File: config.mk
export PLATFORM = sky130hd
export DESIGN_NAME = if_stage
export DESIGN_NICKNAME = d
export VERILOG_FILES = /design/src/rtl/if_stage.sv
export SDC_FILE = /design/constraint.sdc
export NUM_CORES = 1
export LEC_CHECK = 0
export CORE_MARGIN = 2
export CORE_UTILIZATION = 45
export DETAILED_ROUTE_END_ITERATION = 12
export DONT_BUFFER_PORTS = 1
export PLACE_DENSITY = 0.7
export SYNTH_ARGS = -nofsm -noshare
export SYNTH_HDL_FRONTEND = slang
export SYNTH_SLANG_ARGS = --single-unit
export TNS_END_PERCENT = 100
File: constraint.sdc
create_clock -name clk -period 1.9 [get_ports clk]
set_clock_uncertainty 0.1 [all_clocks]
set_input_delay 0.095 -clock clk [delete_from_list [all_inputs] [get_ports clk]]
set_output_delay 0.095 -clock clk [all_outputs]
set_load 0.01 [all_outputs]
File: src/rtl/if_stage.sv
// Instruction-fetch stage: owns the fetch PC, the IF/ID register, the
// Stop-driven halt FSM and a saturating count of instructions handed to decode.
module if_stage #(
   parameter int                    DATA_WIDTH = 16,
   parameter int                    ADDR_WIDTH = 8,
   parameter int                    IMM8_WIDTH = 8,
   parameter logic [DATA_WIDTH-1:0] NOP_INSTR  = 16'h0000
) (
   input  logic                  clk,
   input  logic                  rst,
   output logic [ADDR_WIDTH-1:0] im_addr_o,
   input  logic [DATA_WIDTH-1:0] im_rdata_i,
   input  logic                  stall_IF_i,
   input  logic                  flush_IF_ID_i,
   input  logic                  Jump_i,
   input  logic [IMM8_WIDTH-1:0] jumpAddr_i,
   input  logic                  Stop_i,
   input  logic                  branch_taken_i,
   input  logic [ADDR_WIDTH-1:0] branch_target_i,
   output logic [ADDR_WIDTH-1:0] PCD_o,
   output logic [DATA_WIDTH-1:0] instr_D_o,
   output logic                  valid_D_o,
   output logic                  halted_o,
   output logic [15:0]           fetch_cnt_o
);

   typedef enum logic {RUN, HALT} state_t;

   state_t                state;
   logic [ADDR_WIDTH-1:0] pcf;
   logic [ADDR_WIDTH-1:0] jump_pc;
   logic                  jmp, stp;
   logic                  in_halt;

   assign im_addr_o = pcf;
   assign in_halt   = (state == HALT);
   assign halted_o  = in_halt;

   // Decode events only count when a real, non-stalled instruction presents them.
   assign jmp = valid_D_o & ~stall_IF_i & Jump_i;
   assign stp = valid_D_o & ~stall_IF_i & Stop_i;

   generate
      if (IMM8_WIDTH >= ADDR_WIDTH) begin : g_jtrunc
         assign jump_pc = jumpAddr_i[ADDR_WIDTH-1:0];
      end else begin : g_jzext
         assign jump_pc = {{(ADDR_WIDTH-IMM8_WIDTH){1'b0}}, jumpAddr_i};
      end
   endgenerate

   // Halt FSM and fetch PC; a taken branch is older than any Stop and squashes it.
   always_ff @(posedge clk or negedge rst) begin
      if (!rst) begin
         state <= RUN;
         pcf   <= '0;
      end else begin
         if (branch_taken_i)
            state <= RUN;
         else if (stp)
            state <= HALT;

         if (branch_taken_i)
            pcf <= branch_target_i;
         else if (in_halt || stp || stall_IF_i)
            pcf <= pcf;
         else if (jmp)
            pcf <= jump_pc;
         else
            pcf <= pcf + 1'b1;
      end
   end

   always_ff @(posedge clk or negedge rst) begin
      if (!rst) begin
         PCD_o       <= '0;
         instr_D_o   <= NOP_INSTR;
         valid_D_o   <= 1'b0;
         fetch_cnt_o <= '0;
      end else if (branch_taken_i || flush_IF_ID_i) begin
         PCD_o     <= '0;
         instr_D_o <= NOP_INSTR;
         valid_D_o <= 1'b0;
      end else if (stall_IF_i) begin
         PCD_o     <= PCD_o;
         instr_D_o <= instr_D_o;
         valid_D_o <= valid_D_o;
      end else if (jmp || stp || in_halt) begin
         PCD_o     <= '0;
         instr_D_o <= NOP_INSTR;
         valid_D_o <= 1'b0;
      end else begin
         PCD_o     <= pcf;
         instr_D_o <= im_rdata_i;
         valid_D_o <= 1'b1;
         if (fetch_cnt_o != 16'hFFFF)
            fetch_cnt_o <= fetch_cnt_o + 16'd1;
      end
   end

endmodule
==> impl_metrics.tcl <==
set metrics [dict create \
    status "finished, violations left" \
    failed_checks "negative hold slack" \
    post-route-cell-area_mm2 0.00318 \
    multi_input_area_mm2 0.00111 \
    synth_warnings 0 \
    nNetsFinal 311 \
    detail-route-antenna-nets 0 \
    path_class "reg -> reg" \
    cts-root-buf "clkbuf_8" \
    cp-end-kind "flop" \
    fin_crit_sh_pct 97.3 \
    first_iter_violations 118 \
    n_antenna_cell 0 \
    met3_length_um 564 \
    min_from "branch_taken_i" \
    via_count 1948 \
    netlist_area_mm2 0.00238 \
    synth_fp_nets 251 \
    synthMostInstantiatedCell "dfrtp_1" \
    final_util_pct 62.2 \
    seq_area_frac_synth_pct 52.6 \
    clk_pin_slew_worst_paths_ns 0.09 \
    min_period_ns 1.85 \
    numCtsBuffers 5 \
    cts-htree-levels 2 \
    drv_cap 0 \
    gp_routability_congestion 0.834 \
    place_hpwl_um 3990 \
    hp-class "in -> reg" \
    initial_core_util_pct 46.6 \
    powerDensity_mw_per_mm2 779 \
    firstDrtPassIters 4 \
    synthFlopType "dfrtp_1" \
    ys_ff_latch 50 \
    slew_headroom_pct 61.6 \
    routed-wl-met2_um 3040 \
    cp.required_ns 2.03 \
    yosys.area.top_type_share_pct 52.6 \
    num_rows 26 \
    synthToLayoutAreaGrowth_pct 33.5 \
    whs_ns -0.0162 \
    syn_inst 210 \
    overflow 0 \
    hold_viol 1 \
    die_w_um 76.7 \
    wl_per_cell_um 18.2 \
    placed_cell_area_mm2 0.00266 \
    crit_start "valid_D_o$_DFFE_PN0P_" \
    async_flop_share_pct 100 \
    worst_r2r_startpoint "valid_D_o$_DFFE_PN0P_" \
    regArea_mm2 0.00125 \
    leakage_nw 1.47 \
    drc_errors 0 \
    grt_pass1_wl_um 9490 \
    worst_pin_slew_ns 0.574 \
    antenna_found_initial 0 \
    synth_edf_count 0 \
    grt_max_degree 51 \
    cts_tree "done" \
    critical_path_arrival_ns 1.98 \
    yosys.area.top_type "dfrtp_1" \
    start_kind "flop" \
    track_usage_pct 20.1 \
    io_pins 89 \
    setup_viol 0 \
    routed_wirelength_um 6200 \
    synth_cell_types 46 \
    dieArea_mm2 0.00589 \
    viasPerCell 5.71 \
    cp_max_fo 7 \
    nFillCells 403 \
    clk_latency_ns 0.30 \
    fmax_mhz 541 \
    vdd_drop_max_uv 465 \
    core-area_mm2 0.00511 \
    dieHeight_um 76.7 \
    syn_area_per_cell_um2 11.3 \
    drv_slew 0 \
    synth_common_cells "dfrtp_1 (50), a22o_1 (22), nand2_1 (18), xor2_1 (10)" \
    met1_length_um 2510 \
    top_layer_used "met4" \
    cts.path.max_buffers 2 \
    cts_num_sinks 50 \
    grt_pass1_vias 1884 \
    rsz0062_at_grt "yes" \
    drive_gt1_share_pct 18.8 \
    io_buffers 0 \
    synth_area_leaders "dfrtp_1 (53%), a22o_1 (8.1%), xor2_1 (3.7%)" \
]
==> layer usage <==
metal | GRT usage [%] | up-vias
met4 | 5.82 | 0
met5 | 0 | -
met1 | 26.4 | 946
met2 | 31.8 | 91
met3 | 6.71 | 8
li1 | - | 903
==> final timing paths <==
path                                         endpoint  cells after the start  slack [ns]
setup / recovery           fetch_cnt_o[9]$_DFFE_PN0P_                      4        0.05
hold / removal               im_addr_o[4]$_DFFE_PN0P_                      3       -0.02
setup reg to reg           fetch_cnt_o[9]$_DFFE_PN0P_                      4        0.05
hold reg to reg              instr_D_o[9]$_DFFE_PN0P_                      1        0.47
max in group asynchronous       valid_D_o$_DFFE_PN0P_                      2        1.28
min in group asynchronous    im_addr_o[3]$_DFFE_PN0P_                      2        0.19
==> per-stage QoR <==
stage	TNS (ns)	hold WS, ns	setup WS, ns	power (mW)	instances
2_1_floorplan	0	-0.301	0.0193	1.48	210
3_3_place_gp	0	-0.300	0.127	1.63	297
3_5_place_dp	0	-0.299	0.0367	1.64	297
4_1_cts	-0.0183	-0.231	-0.0183	2.44	325
5_1_grt	-0.179	0.00805	-0.0528	2.61	341
6_report	0	-0.0162	0.0511	2.47	341
==> cells in the final DEF, fill, tap and decap left out, types with 3 or more instances in the layout <==
cell	instances
clkbuf_8	5
nor3b_1	7
buf_4	26
dlygate4sd3_1	34
nand3_1	8
xnor2_1	5
and3_1	4
dfrtp_1	49
inv_1	4
nand2_1	17
xor2_1	10
a31oi_1	3
or3_1	3
o21ai_0	7
nor3_1	3
o31ai_1	3
nor4_1	3
nand4_1	5
a21oi_1	4
nor2_1	7
a22o_1	22
==> critical path, cell delays in order, from the launching register on <==
cell,delay [ns]
dfrtp_2,0.46
a2111oi_4,0.49
nand4_4,0.23
nor4_1,0.31
xor2_1,0.18
==> layout make-up <==
type                            instances  share of cell area [%]
Clock buffer                            6                    2.28
Clock inverter                          2                    1.18
Inverter                                4                   0.472
Multi-Input combinational cell        146                    34.9
Sequential cell                        50                    39.4
Tap cell                               70                    2.76
Timing Repair Buffer                   63                    19.0
==> cell families (layout without fill, tap and decap cells) <==
| family | after synthesis | after routing | synth area share (%) |
|---|---|---|---|
| compound gates | 51 | 51 | 17.4 |
| xor+xnor | 15 | 15 | 5.52 |
| fa+ha+maj | 2 | 2 | 1.05 |
| simple gates | 74 | 74 | 18.7 |
| flops | 50 | 50 | 52.6 |
| mux | 4 | 4 | 1.95 |
| buf+inv | 14 | 75 | 2.79 |
==> flip-flops by register name, indices dropped and copies added (netlist names) <==
register     flops
PCD_o            8
fetch_cnt_o     16
im_addr_o        8
halted_o         1
instr_D_o       16
valid_D_o        1
==> power by group <==
group / switching [mW] / internal, mW
logic: 0.256 / 0.254
clock network: 0.345 / 0.393
registers: 0.0802 / 1.15
total: 0.681 / 1.79
==> what timing repair did <==
action / CTS / global route
pin swaps: 0 / 4
hold buffers: 20 / 15
gates resized for setup: 0 / 8
hold endpoints to repair: 79 / 8
setup endpoints to repair: 1 / 12
buffers inserted: 0 / 1
Note: power is estimated with default switching activity, not from simulation.
